`src/rtl/serial_full_subtractor_if.sv`:
```
// Start/busy/done handshake and operand/result bus of the bit-serial subtractor.
// The master side requests work; the slave side is the subtractor itself.
interface serial_full_subtractor_if #(
    parameter int unsigned WIDTH = 8
);
    logic             start;
    logic [WIDTH-1:0] a;
    logic [WIDTH-1:0] b;
    logic             busy;
    logic             done;
    logic [WIDTH-1:0] diff;
    logic             borrow_out;

    modport master (
        output start, a, b,
        input  busy, done, diff, borrow_out
    );

    modport slave (
        input  start, a, b,
        output busy, done, diff, borrow_out
    );
endinterface

```
`src/rtl/serial_full_subtractor.sv`:
```
// Bit-serial unsigned subtractor: diff = a - b, LSB first, one bit per clock.
// The result registers update only when an operation completes.
module serial_full_subtractor #(
    parameter int unsigned WIDTH = 8
) (
    input  logic                      clk,
    input  logic                      rst,
    serial_full_subtractor_if.slave   bus
);
    localparam int unsigned CW = (WIDTH > 1) ? $clog2(WIDTH) : 1;

    typedef enum logic [1:0] {StIdle, StRun, StDone} state_e;

    state_e           state_q, state_d;
    logic [WIDTH-1:0] sh_a_q, sh_b_q, sh_d_q, diff_q;
    logic [WIDTH-1:0] sh_d_next;
    logic             brw_q, borrow_q;
    logic [CW-1:0]    cnt_q;
    logic             x, y, d, bnew;
    logic             accept, last;
    logic             busy, done;

    // 1-bit full subtractor on the current LSBs.
    assign x    = sh_a_q[0];
    assign y    = sh_b_q[0];
    assign d    = x ^ y ^ brw_q;
    assign bnew = (~x & y) | (~(x ^ y) & brw_q);

    assign accept = bus.start && ((state_q == StIdle) || (state_q == StDone));
    assign last   = (cnt_q == CW'(WIDTH - 1));

    if (WIDTH == 1) begin : g_w1
        assign sh_d_next = d;
    end else begin : g_wn
        assign sh_d_next = {d, sh_d_q[WIDTH-1:1]};
    end

    always_ff @(posedge clk) begin
        if (rst) begin
            state_q <= StIdle;
        end else begin
            state_q <= state_d;
        end
    end

    always_comb begin
        state_d = state_q;
        unique case (state_q)
            StIdle:  if (bus.start) state_d = StRun;
            StRun:   if (last) state_d = StDone;
            StDone:  state_d = bus.start ? StRun : StIdle;
            default: state_d = StIdle;
        endcase
    end

    always_comb begin
        busy = (state_q == StRun);
        done = (state_q == StDone);
    end

    always_ff @(posedge clk) begin
        if (rst) begin
            sh_a_q   <= '0;
            sh_b_q   <= '0;
            sh_d_q   <= '0;
            brw_q    <= 1'b0;
            cnt_q    <= '0;
            diff_q   <= '0;
            borrow_q <= 1'b0;
        end else if (accept) begin
            sh_a_q <= bus.a;
            sh_b_q <= bus.b;
            brw_q  <= 1'b0;
            cnt_q  <= '0;
        end else if (state_q == StRun) begin
            sh_a_q <= sh_a_q >> 1;
            sh_b_q <= sh_b_q >> 1;
            sh_d_q <= sh_d_next;
            brw_q  <= bnew;
            cnt_q  <= cnt_q + CW'(1);
            if (last) begin
                diff_q   <= sh_d_next;
                borrow_q <= bnew;
            end
        end
    end

    assign bus.busy       = busy;
    assign bus.done       = done;
    assign bus.diff       = diff_q;
    assign bus.borrow_out = borrow_q;
endmodule

```
`src/flat_wrapper.sv`:
```
// flat-port wrapper written by rule: the top's interface ports become plain ports
module serial_full_subtractor_flat 
#(
    parameter int unsigned WIDTH = 8
)
  (clk, rst, bus_start, bus_a, bus_b, bus_busy, bus_done, bus_diff, bus_borrow_out);
  serial_full_subtractor_if #(.WIDTH(WIDTH)) bus_i ();
  input  logic clk;
  input  logic rst;
  input wire logic [$bits(bus_i.start)-1:0] bus_start;
  input wire logic [$bits(bus_i.a)-1:0] bus_a;
  input wire logic [$bits(bus_i.b)-1:0] bus_b;
  output wire logic [$bits(bus_i.busy)-1:0] bus_busy;
  output wire logic [$bits(bus_i.done)-1:0] bus_done;
  output wire logic [$bits(bus_i.diff)-1:0] bus_diff;
  output wire logic [$bits(bus_i.borrow_out)-1:0] bus_borrow_out;
  assign bus_i.start = bus_start;
  assign bus_i.a = bus_a;
  assign bus_i.b = bus_b;
  assign bus_busy = bus_i.busy;
  assign bus_done = bus_i.done;
  assign bus_diff = bus_i.diff;
  assign bus_borrow_out = bus_i.borrow_out;
  serial_full_subtractor #(.WIDTH(WIDTH)) u_core (.clk(clk), .rst(rst), .bus(bus_i));
endmodule
```
`config.mk`:
```
export PLATFORM = sky130hd
export DESIGN_NAME = serial_full_subtractor_flat
export DESIGN_NICKNAME = d
export VERILOG_FILES = /design/src/rtl/serial_full_subtractor_if.sv /design/src/rtl/serial_full_subtractor.sv /design/src/flat_wrapper.sv
export SDC_FILE = /design/constraint.sdc
export NUM_CORES = 1
export LEC_CHECK = 0
export BUFFER_PORTS_ARGS = -buffer_cell sky130_fd_sc_hd__buf_2
export CORE_MARGIN = 2
export CORE_UTILIZATION = 56
export CTS_BUF_LIST = sky130_fd_sc_hd__clkbuf_2 sky130_fd_sc_hd__clkbuf_4 sky130_fd_sc_hd__clkbuf_8
export DETAILED_ROUTE_END_ITERATION = 10
export PLACE_DENSITY = 0.81
export SYNTH_ARGS = -nofsm -noshare
export SYNTH_HDL_FRONTEND = slang
export SYNTH_SLANG_ARGS = --single-unit
```
`constraint.sdc`:
```
create_clock -name clk -period 1.5 [get_ports clk]
set_clock_uncertainty 0.2 [all_clocks]
set_input_delay 0.075 -clock clk [delete_from_list [all_inputs] [get_ports clk]]
set_output_delay 0.075 -clock clk [all_outputs]
set_load 0.05 [all_outputs]
```
Word level (Yosys, flattened, before mapping) --
Index checks and enable logic that the tools add are counted. W data, S select, Z words.
Word-level totals: flip-flop bits (word level) 39, bits of input ports 19, output and inout port bits 11
Cells by class: add/subtract/negate cells 1, equality and inequality tests 5, multiplexer cells 8, bitwise logic cells 8, reduce and logical (&&, ||, !) cells 8
Operators by type and width (number):
- $mux W8 | 4
- $pmux W2 S3 | 1
- $mux W2 | 2
- $reduce_and A2 Y1 | 2
- $add A3 B1 Y3 const B | 1
- $eq A3 B3 Y1 const B | 1
- $not A1 Y1 | 3
- $reduce_and A3 Y1 | 1
- $and A1 B1 Y1 | 2
- $eq A2 B1 Y1 const B | 1
- $eq A2 B2 Y1 const B | 1
- $logic_not A2 Y1 | 1
- $ne A2 B1 Y1 const B | 1
- $ne A2 B2 Y1 const B | 1
- $reduce_bool A2 Y1 | 1
- $reduce_or A2 Y1 | 1
- $xor A1 B1 Y1 | 2
- $logic_and A1 B1 Y1 | 1
- $logic_or A1 B1 Y1 | 1
- $mux W1 | 1
- $or A1 B1 Y1 | 1

Longest topological paths before layout --
Gate-level depths: netlist of the first run.
word-level depth 5, gate-level depth with buffers 7

Worst setup path before layout of the first run --
Ideal clock, no wire load.
kind flip-flop to flip-flop, start point register u_core.sh_b_q[0], end point register u_core.brw_q, library setup time 0.103 ns, data arrival time 1.089 ns, data required time 1.197 ns, setup slack 0.108 ns, stages on the path, launching flop included 4, path buffers 0, clock period less this slack 1.392 ns, path through dfxtp_1 inv_1 fa_1 a2111oi_2
On the way: cells in the longest elaborated chain, start to end 4, elaborated cells between the ends (all ways) 5, classes of those cells bitwise: 5
RTL lines:
- from (decl) | line serial_full_subtractor.sv:15 | logic [WIDTH-1:0] sh_a_q, sh_b_q, sh_d_q, diff_q;
- from (signal assigned) | line serial_full_subtractor.sv:72 | sh_b_q <= bus.b;
- from (signal assigned) | line serial_full_subtractor.sv:77 | sh_b_q <= sh_b_q >> 1;
- $xor A1 B1 Y1 | line serial_full_subtractor.sv:27 | assign bnew = (~x & y) | (~(x ^ y) & brw_q);
- $not A1 Y1 | line serial_full_subtractor.sv:27
- $and A1 B1 Y1 | line serial_full_subtractor.sv:27
- $or A1 B1 Y1 (*) | line serial_full_subtractor.sv:27
- to (signal assigned) | line serial_full_subtractor.sv:79 | brw_q <= bnew;
- to (decl) | line serial_full_subtractor.sv:17 | logic brw_q, borrow_q;
Every way passes the cells marked *; elsewhere a longest branch is shown, timed or not. A chain may end at the register's enable or synchronous reset.

Worst setup path in the final report of the first run --
start point register u_core.state_q[1], end point output bus_busy
On the way: cells in the longest elaborated chain, start to end 1
RTL lines:
- from (decl) | line serial_full_subtractor.sv:14 | state_e state_q, state_d;
- from (signal assigned) | line serial_full_subtractor.sv:40 | state_q <= StIdle;
- from (signal assigned) | line serial_full_subtractor.sv:42 | state_q <= state_d;
- $eq A2 B1 Y1 | line serial_full_subtractor.sv:57 | busy = (state_q == StRun);
- to (decl) | line flat_wrapper.sv:13 | output wire logic [$bits(bus_i.busy)-1:0] bus_busy;
Every way passes these cells.

==> metrics.md, run 1 <==
| Metric | Value |
|---|---|
| CTS tree | yes |
| Starting Density | ~58% |
| Reg clk slew, reported paths | ~120 ps |
| FF+latch area | about 770 um2 |
| Via-per-instance ratio | 5.79 |
| Number of I/O port buffers | 29 |
| Vias in the first global route | roughly 1.3k |
| H-Tree Depth | 2 |
| Worst path cell trace | nand2b_4 -> bufinv_16 -> buf_6 |
| Post-route minimum period | ~1500 ps |
| CTS sink count | 38 |
| Mapped Cells | about 180 |
| Layout cells sized above 1 | a little under 30% |
| Worst Reg-to-Reg Cells | 5 |
| Pre-antenna DRT Iters | 7 |
| Hold EP | u_core.sh_a_q[0]$_SDFFE_PP0P_ |
| Count of final setup violators | 0 |
| Die Wd | between 50 and 60 um |
| Clk Latency, worst-skew pair | roughly 350 ps |
| Register area share after synthesis | 49.2% |
| Family with the most delay on the worst path | flip-flops |
| Yosys warns | 0 |
| GRT Util Overall | a little under a quarter |
| CP Buf/Inv Count | 2 |
| Most frequent cells in the layout | 39 x nand2_1, 33 x dfxtp_1, 27 x buf_2 |
| Final Slew Violations | 0 |
| P&R area growth vs syn | 35.0% |
| Slew @ Worst Pin | around 350 ps |
| Post-Route WL | ~3900 um |
| Row cnt | 19 |
| Synthesized Nets | 200 |
| Worst slew margin | between 70% and 80% |
| Multi-input logic area | slightly above 700 um2 |
| Final Hold Violating Endpoints | 0 |
| Distinct cell type count of the synthesized netlist | 25 |
| Die area | approximately 3200 um2 |
| Grt ovf | 0 |
| R2R setup slack | roughly 29 ps |
| Crit Path Category | reg2out |
| Synthesized area per cell | between 8 and 9 um2 |
| Max-cap viol count | 0 |
| # DRC | 0 |
| CTS root buf | clkbuf_4 |
| Via count | 1,500 |
| Largest net degree at the start of global routing | 25 |
| Data required time of the worst path | between 1000 and 1500 ps |
| Hold depth | 4 |
| Core Box Area | 2690 um2 |
| Fmax | 680 MHz |
| Total power | 2.01 mW |
| Synth Register Bits | 38 |
| CP Capture Type | output pin |
| Most common cell after layout, fill and taps aside | nand2_1 |
| Mapped cell area | 1550 um2 |
| Critical hold path startpoint | bus_start |
| RR Startpoint | u_core.state_q[1]$_SDFFE_PP0P_ |
| Critical Path AT | 1200 ps |
| Initial antenna violation count | 0 |
| Die Y | around 57 um |
| Worst Path Max Fanout | 3 |
| Outcome | finished, final reports clean |
| Drt wl/cell | 15.2 um |
| Number of diodes | 0 |
| Largest stage delay, worst path | 350 ps |
| Fin nets | around 250 |
| Maximum vdd drop | 952 uV |
| Initial DRC count | 83 |
| Dpl hpwl | approximately 2000 um |
| Type of origin of the critical path | flop |
| I/O pin total | 30 |
| Tightest Hold Check Type | in2reg |
| CTS max path bufs | 2 |
| Power density cells | 962 nW/um2 |
| Cell at the slowest stage of the critical path | dfxtp_2 |
| Fin crit share | 98.0% |
| CTS Buf Count | 5 |
| Final hold slack | 73.8 ps |
| P_leak | between 0.8 and 0.9 nW |
| Filler cells | between 150 and 200 |
| RePlAce Congestion | 0.752 |
| Global-route wire length before repair | around 6000 um |
| ANT nets after route | 0 |
| R2R Path End | u_core.brw_q$_SDFFE_PP0P_ |
synth_stat cells:
| cell | number | area, um2 |
|---|---|---|
| buf_6 | 5 | 56.3 |
| a311oi_2 | 1 | 15.0 |
| nor2_1 | 11 | 41.3 |
| buf_4 | 1 | 7.51 |
| nand2_1 | 39 | 146 |
| o21a_1 | 1 | 7.51 |
| buf_2 | 7 | 35.0 |
| inv_1 | 2 | 7.51 |
| fa_1 | 1 | 20.0 |
| nand2b_1 | 2 | 12.5 |
| o22ai_1 | 5 | 31.3 |
| xnor2_1 | 1 | 8.76 |
| inv_4 | 1 | 6.26 |
| nor2b_1 | 2 | 12.5 |
| nand3_1 | 10 | 50.1 |
| nand3b_1 | 1 | 7.51 |
| nor3_1 | 14 | 70.1 |
| a22oi_1 | 1 | 7.51 |
| a21oi_1 | 18 | 90.1 |
| ha_1 | 2 | 25.0 |
| dfxtp_1 | 38 | 761 |
| a311oi_1 | 8 | 70.1 |
| clkbuf_1 | 3 | 11.3 |
| mux2i_1 | 3 | 30.0 |
| a2111oi_2 | 1 | 15.0 |
worst min-delay path, cell delays in order:
cell	delay (ps)
buf_2	110
nand2b_1	110
buf_12	170
a311oi_1	90
what timing repair did:
item	4_1_cts	5_1_grt
hold buffers	17	0
resized for setup	8	18
pin swaps	0	5
setup buffers	4	1
cloned	1	0
endpoints found under the hold margin	24	0
endpoints found under the setup margin	12	21
how the worst max path moves through the flow:
| stage | cells after the start | slack [ps] | startpoint | endpoint |
|---|---|---|---|---|
| after floorplan | 3 | 110 | u_core.sh_b_q[0]$_SDFFE_PP0P_ | u_core.brw_q$_SDFFE_PP0P_ |
| after global placement | 5 | 20 | u_core.cnt_q[0]$_SDFFE_PP0P_ | u_core.bus.diff[3]$_SDFFE_PP0P_ |
| after detailed placement | 5 | -60 | u_core.cnt_q[0]$_SDFFE_PP0P_ | u_core.bus.diff[1]$_SDFFE_PP0P_ |
| after CTS | 5 | 2 | u_core.cnt_q[0]$_SDFFE_PP0P_ | u_core.bus.borrow_out$_SDFFE_PP0P_ |
| after global routing | 5 | -3 | u_core.state_q[1]$_SDFFE_PP0P_ | u_core.sh_a_q[3]$_SDFFE_PP0P_ |
| final | 3 | 30 | u_core.state_q[1]$_SDFFE_PP0P_ | bus_busy |
cell type report:
| cell class | instances | share of cell area [%] |
|---|---|---|
| clock inverter | 1 | 0.240 |
| clock buffer | 7 | 2.82 |
| sequential | 38 | 36.8 |
| timing repair buffer | 57 | 21.8 |
| multi-input combinational | 121 | 34.3 |
| inverter | 3 | 1.80 |
| tap | 31 | 1.86 |
| timing repair inverter | 1 | 0.420 |
state kept, by name (all words and copies together) (netlist names):
name	count
u_core.sh_d_q	7
u_core.sh_b_q	8
u_core.state_q	2
u_core.cnt_q	3
u_core.brw_q	1
u_core.bus.borrow_out	1
u_core.bus.diff	8
u_core.sh_a_q	8
cells by family (layout without fill, tap and decap cells):
group	Yosys count	after routing	synth area share, %
AOI/OAI and AO/OA	35	35	15.3
xor gates and xnor gates	1	1	0.567
adders and majority gates	3	3	2.91
buffers and inverters	19	69	8.02
DFF	38	38	49.2
muxes	3	3	1.94
and+or+nand+nor	79	79	22.0
layer usage:
| layer | GRT usage, % | up-vias | wire length, um |
|---|---|---|---|
| li1 | - | 712 | - |
| met5 | 0 | - | 0 |
| met4 | 9.18 | 0 | 66 |
| met3 | 7.83 | 10 | 237 |
| met1 | 27.4 | 709 | 1670 |
| met2 | 41.0 | 69 | 1960 |
report_power, final:
| group | total [mW] | internal, mW | switching (mW) |
|---|---|---|---|
| registers | 1.09 | 1.06 | 0.0314 |
| clock network | 0.578 | 0.246 | 0.333 |
| logic | 0.338 | 0.166 | 0.172 |
through the flow:
step | TNS, ps | area, um2 | utilization [%] | setup WS (ps) | instances
3_5_place_dp | -341 | 1690 | 62.9 | -63.1 | 228
6_report | 0 | 2090 | 77.6 | 29.5 | 259
3_3_place_gp | 0 | 1690 | 62.9 | 18.5 | 228
5_1_grt | -2.52 | 2090 | 77.6 | -2.52 | 259
2_1_floorplan | 0 | 1550 | - | 108 | 178
4_1_cts | 0 | 2010 | 74.9 | 2.16 | 258
No activity file was read; power rests on OpenSTA's default activity.
==> run 2: changes to the inputs <==
ABC_AREA = 0   (was default)
GPL_TIMING_DRIVEN = 0   (was default)
==> metrics.md, run 2 (synthesized netlist as in run 1, its figures left out) <==
| Metric | Value |
|---|---|
| Data required time of the worst path | 1220 ps (about the same) |
| Count of final setup violators | 3 (+3) |
| Final Hold Violating Endpoints | 0 (unchanged) |
| Post-route minimum period | 1520 ps (+47.8 ps) |
| Die Y | 56.5 um (unchanged) |
| CP Buf/Inv Count | 4 (+2) |
| Number of diodes | 0 (unchanged) |
| M3 GR Usage | 7.60% (-0.23 points) |
| Initial antenna violation count | 0 (unchanged) |
| P&R area growth vs syn | 40.6% |
| Placed Area | 1720 um2 (+2.1%) |
| Final instance area | 2170 um2 (+4.2%) |
| Slew @ Worst Pin | 484 ps (+136 ps) |
| Pre-antenna DRT Iters | 5 (-2) |
| Starting Density | 57.5% (unchanged) |
| DP Worst Slack | -116 ps (-53.4 ps) |
| CTS tree | yes |
| Most used cell, CP | buf_8 |
| TNS Setup | -37.2 ps (-37.2 ps) |
| Global-route wire length before repair | 6530 um (+12%) |
| CTS max path bufs | 2 (unchanged) |
| Number of I/O port buffers | 28 (-3.4%) |
| Clk Latency, worst-skew pair | 340 ps (about the same) |
| Final Slew Violations | 0 (unchanged) |
| Hold depth | 2 (-2) |
| Worst slew margin | 67.7% (-9.1 points) |
| GRT Util Overall | 26.5% (+2.6 points) |
| Family with the most delay on the worst path | buffers and inverters |
| Vias in the first global route | 1,434 (+8.0%) |
| Fmax | 659 MHz (-3.1%) |
| ANT nets after route | 0 (unchanged) |
| Met1 usage | 33.5% (+6.1 points) |
| Via count | 1,556 (+3.7%) |
| Worst Reg-to-Reg Cells | 7 (+2) |
| P_leak | 0.855 nW (+5.8%) |
| Worst path cell trace | nand2b_4 -> inv_4 -> buf_8 -> buf_8 -> buf_8 |
| Die area | 3200 um2 (unchanged) |
| R2R setup slack | -20 ps (-50 ps) |
| Most common cell after layout, fill and taps aside | nand2_1 |
| Dpl hpwl | 2290 um (+13%) |
| Worst Path Max Fanout | 6 (+3) |
| Post-Route WL | 4300 um (+9.1%) |
| Fin nets | 263 (+5.6%) |
| Global-route layer with the greatest usage | met2 |
| CTS sink count | 38 (unchanged) |
| Final hold slack | 4.07 ps (-69.8 ps) |
| R2R Path End | u_core.sh_b_q[2]$_SDFFE_PP0P_ |
| Setup repair after global routing missed its margin | yes |
| Row cnt | 19 (unchanged) |
| Layout cells sized above 1 | 31.3% (+1.9 points) |
| RR Startpoint | u_core.state_q[1]$_SDFFE_PP0P_ |
| Via-per-instance ratio | 5.74 (-0.86%) |
| CTS Buf Count | 5 (unchanged) |
| Tightest Hold Check Type | in2reg |
| Fin crit share | 101% (+3.2 points) |
| Largest stage delay, worst path | 350 ps (about the same) |
| Critical Path AT | 1240 ps (+40 ps) |
| Outcome | finished with violations |
| Most frequent cells in the layout | 39 x nand2_1, 33 x dfxtp_1, 30 x buf_2 |
| Core Box Area | 2690 um2 (unchanged) |
| Crit. Startpoint | u_core.state_q[1]$_SDFFE_PP0P_ |
| Critical hold path startpoint | rst |
| M2 GR Usage | 43.9% (+2.8 points) |
| Largest net degree at the start of global routing | 11 (-56%) |
| Total power | 2.00 mW (-0.48%) |
| Cell at the slowest stage of the critical path | dfxtp_2 |
| Setup WS post-layout | -18.3 ps (-47.8 ps) |
| Hold EP | u_core.sh_b_q[6]$_SDFFE_PP0P_ |
| CP Capture Type | output pin |
| RePlAce Congestion | 0.768 (+2.0%) |
| Crit Path Category | reg2out |
| Maximum vdd drop | 821 uV (-14%) |
| Violated checks | negative setup slack |
| H-Tree Depth | 2 (unchanged) |
| Grt ovf | 0 (unchanged) |
| Drt wl/cell | 15.9 um (+4.3%) |
| CTS root buf | clkbuf_4 |
| Type of origin of the critical path | flop |
| Die Wd | 56.5 um (unchanged) |
| Reg clk slew, reported paths | 100 ps (-20 ps) |
| Power density cells | 919 nW/um2 (-4.5%) |
| # DRC | 0 (unchanged) |
| Max-cap viol count | 0 (unchanged) |
| Initial DRC count | 101 (+22%) |
| I/O pin total | 30 (unchanged) |
-- run 2: cell types whose count changed in the layout (fill, tap and decap cells not counted), moves of 2 or more --
cell and delta:
buf_12 -3, a311oi_1 -2, buf_2 +3, clkbuf_1 +3, buf_4 +5, buf_8 +4
nor3_1 -2, a21oi_1 +2, a311oi_2 +2, a21oi_2 -2
-- run 2: metal layers --
metal  up-vias  share of wire (%)
met5         -                  0
met4         0                2.4
met3        15                8.1
met2        76                 50
met1       725                 40
li1        740                  -
-- run 2: per-stage QoR --
step	instances	utilization, %
final	271	80.9
after global routing	271	80.9
after CTS	267	76.2
after detailed placement	237	64.2
after global placement	237	64.2
after floorplan	178	-
-- run 2: how the worst max path moves through the flow --
| stage | to | slack [ps] | depth (start not counted) |
|---|---|---|---|
| 6_report | bus_busy | -20 | 5 |
| 5_1_grt | bus_busy | -70 | 5 |
| 4_1_cts | bus_busy | -80 | 6 |
| 3_5_place_dp | u_core.bus.diff[3]$_SDFFE_PP0P_ | -120 | 5 |
| 3_3_place_gp | u_core.bus.diff[2]$_SDFFE_PP0P_ | -60 | 5 |
| 2_1_floorplan | u_core.brw_q$_SDFFE_PP0P_ | 110 | 3 |
-- run 2: report_power, final --
part | switching [mW] | internal (mW) | total [mW]
combinational | 0.194 | 0.192 | 0.386
sequential | 0.0355 | 1.06 | 1.09
clock | 0.306 | 0.211 | 0.517
total | 0.536 | 1.46 | 2.00
-- run 2: repair_timing --
action	CTS	global route
endpoints found under the hold margin	18	0
pin swaps	1	4
setup endpoints to repair	11	27
hold buffers	18	0
cloned	0	2
buffers inserted	6	3
resized for setup	13	21
-- run 2: final cells by class --
type	count	area (um2)
inverters	3	13.8
plain buffers	15	128
repair buffers	57	434
fillers	147	513
clock buffers	6	51.3
flip-flops and latches	38	769
well taps	31	38.8
multi-input cells	121	738
==> run 3: changes to the inputs <==
CORE_UTILIZATION = 60   (was 56)
PLACE_DENSITY = 0.86   (was 0.81)
clock period = 1.9 ns   (was 1.5 ns; I/O delays follow)
==> metrics.md, run 3 (synthesized netlist as in run 1, its figures left out) <==
| Metric | Value |
|---|---|
| CTS Buf Count | 5 (unchanged) |
| Initial antenna violation count | 0 (unchanged) |
| Most common cell after layout, fill and taps aside | nand2_1 |
| Placed Area | 1720 um2 (about the same) |
| Largest stage delay, worst path | 550 ps (+200 ps) |
| Layout cells sized above 1 | 22.4% (-8.8 points) |
| TNS Setup | 0 ps (+37.2 ps) |
| Worst Path Max Fanout | 6 (unchanged) |
| Type of origin of the critical path | flop |
| Filler cells | 142 (-3.4%) |
| Post-Route WL | 3840 um (-11%) |
| Die Wd | 54.8 um (-3.1%) |
| Family with the most delay on the worst path | buffers and inverters |
| Die Y | 54.8 um (-3.1%) |
| Max-cap viol count | 0 (unchanged) |
| GRT Util Overall | 29.5% (+3.0 points) |
| Worst path cell trace | nand2b_1 -> buf_2 -> nor2_1 -> dlygate4sd3_1 -> a311oi_1 |
| Vias in the first global route | 1,347 (-6.1%) |
| Outcome | finished, final reports clean |
| RePlAce Congestion | 0.789 (+2.7%) |
| Starting Density | 62.9% (+5.4 points) |
| Hold EP | u_core.sh_a_q[2]$_SDFFE_PP0P_ |
| Dpl hpwl | 2230 um (-2.6%) |
| R2R Path End | u_core.sh_a_q[6]$_SDFFE_PP0P_ |
| Power density cells | 774 nW/um2 (-16%) |
| CTS tree | yes |
| Final Slew Violations | 0 (unchanged) |
| RR Startpoint | u_core.state_q[0]$_SDFFE_PP0P_ |
| Critical Path AT | 1910 ps (+670 ps) |
| Worst Reg-to-Reg Cells | 5 (-2) |
| CTS max path bufs | 2 (unchanged) |
| Final instance area | 1970 um2 (-9.4%) |
| Number of diodes | 0 (unchanged) |
| CTS sink count | 38 (unchanged) |
| CP Capture Type | flop |
| Fin crit share | 97.6% |
| Largest net degree at the start of global routing | 11 (unchanged) |
| CP Buf/Inv Count | 2 (-2) |
| Clk Latency, worst-skew pair | 350 ps (about the same) |
| R2R setup slack | 50 ps (+60 ps) |
| CTS root buf | clkbuf_4 |
| Most frequent cells in the layout | 39 x nand2_1, 37 x dfxtp_1, 34 x buf_2 |
| Tightest Hold Check Type | in2reg |
| Via-per-instance ratio | 5.58 (-2.9%) |
| Reg clk slew, reported paths | 110 ps (about the same) |
| Initial DRC count | 37 (-63%) |
| Row cnt | 18 (-1) |
| Final Hold Violating Endpoints | 0 (unchanged) |
| Drt wl/cell | 14.7 um (-7.6%) |
| Pre-antenna DRT Iters | 4 (-1) |
| ANT nets after route | 0 (unchanged) |
| # DRC | 0 (unchanged) |
| Final hold slack | 10.1 ps (+6.06 ps) |
| Worst slew margin | 69.9% (+2.2 points) |
| Hold depth | 5 (+3) |
| Fin nets | 254 (-3.4%) |
| Cell at the slowest stage of the critical path | dlygate4sd3_1 |
| Global-route wire length before repair | 6000 um (-8.0%) |
| Critical hold path startpoint | bus_start |
| H-Tree Depth | 2 (unchanged) |
| Die area | 3000 um2 (-6.2%) |
| Slew @ Worst Pin | 451 ps (-33.1 ps) |
| Fmax | roughly 540 MHz |
| Number of I/O port buffers | 28 (unchanged) |
| I/O pin total | 30 (unchanged) |
| Core Box Area | 2450 um2 (-8.6%) |
| Maximum vdd drop | 628 uV (-23%) |
| P&R area growth vs syn | 27.4% |
| Via count | 1,461 (-6.1%) |
| Data required time of the worst path | 1950 ps (+730 ps) |
| Post-route minimum period | 1850 ps |
| Crit Path Category | reg2reg |
| P_leak | 0.791 nW (-7.5%) |
| Grt ovf | 0 (unchanged) |
| Count of final setup violators | 0 (-3) |
[run 3: per-layer routing]
| layer | GRT usage (%) | vias to the layer above | share of wire, % | wire (um) |
|---|---|---|---|---|
| li1 | - | 723 | - | - |
| met1 | 33.4 | 687 | 41 | 1590 |
| met2 | 48.2 | 45 | 52 | 2000 |
| met3 | 11.2 | 6 | 5.2 | 200 |
| met4 | 14.2 | 0 | 1.5 | 57 |
| met5 | 0 | - | 0 | 0 |
[run 3: worst reg2reg max path, stage by stage (launching register included)]
cell and delay (ps):
dfxtp_2 390, nand2b_1 110, buf_2 160, nor2_1 50
dlygate4sd3_1 550, a311oi_1 300
[run 3: layout make-up]
cell class | count | area (um2) | share of cell area [%]
Buffer | 16 | 110 | 5.59
Clock buffer | 7 | 52.6 | 2.67
Inverter | 3 | 13.8 | 0.699
Multi-Input combinational cell | 121 | 661 | 33.5
Sequential cell | 38 | 762 | 38.7
Tap cell | 30 | 37.5 | 1.91
Timing Repair Buffer | 47 | 333 | 16.9
[run 3: how the worst max path moves through the flow]
stage | startpoint | end | cells past startpoint
detailed placement | u_core.cnt_q[0]$_SDFFE_PP0P_ | u_core.bus.diff[5]$_SDFFE_PP0P_ | 5
global route | u_core.state_q[1]$_SDFFE_PP0P_ | bus_busy | 6
floorplan | u_core.sh_b_q[0]$_SDFFE_PP0P_ | u_core.brw_q$_SDFFE_PP0P_ | 3
global placement | u_core.cnt_q[0]$_SDFFE_PP0P_ | u_core.bus.diff[7]$_SDFFE_PP0P_ | 5
finish | u_core.state_q[0]$_SDFFE_PP0P_ | u_core.sh_a_q[6]$_SDFFE_PP0P_ | 5
CTS | u_core.state_q[0]$_SDFFE_PP0P_ | bus_busy | 6
[run 3: through the flow]
step	setup WS [ps]	instances	util, %	total power, mW
global route	-0.361	262	80.2	1.59
detailed placement	294	236	70.2	1.08
floorplan	508	178	-	1.02
finish	45.4	262	80.2	1.52
CTS	11.4	262	80.1	1.52
global placement	372	236	70.2	1.07
[run 3: repair_timing]
action | in CTS | in global routing
gates resized for setup | 0 | 2
hold buffers | 19 | 0
endpoints found under the setup margin | 0 | 3
buffers inserted | 0 | 0
endpoints found under the hold margin | 18 | 0
[run 3: power by group]
group / switching, mW / internal, mW / leakage [nW]
clock: 0.249 / 0.168 / 0.0322
combinational: 0.133 / 0.113 / 0.448
sequential: 0.0256 / 0.835 / 0.310
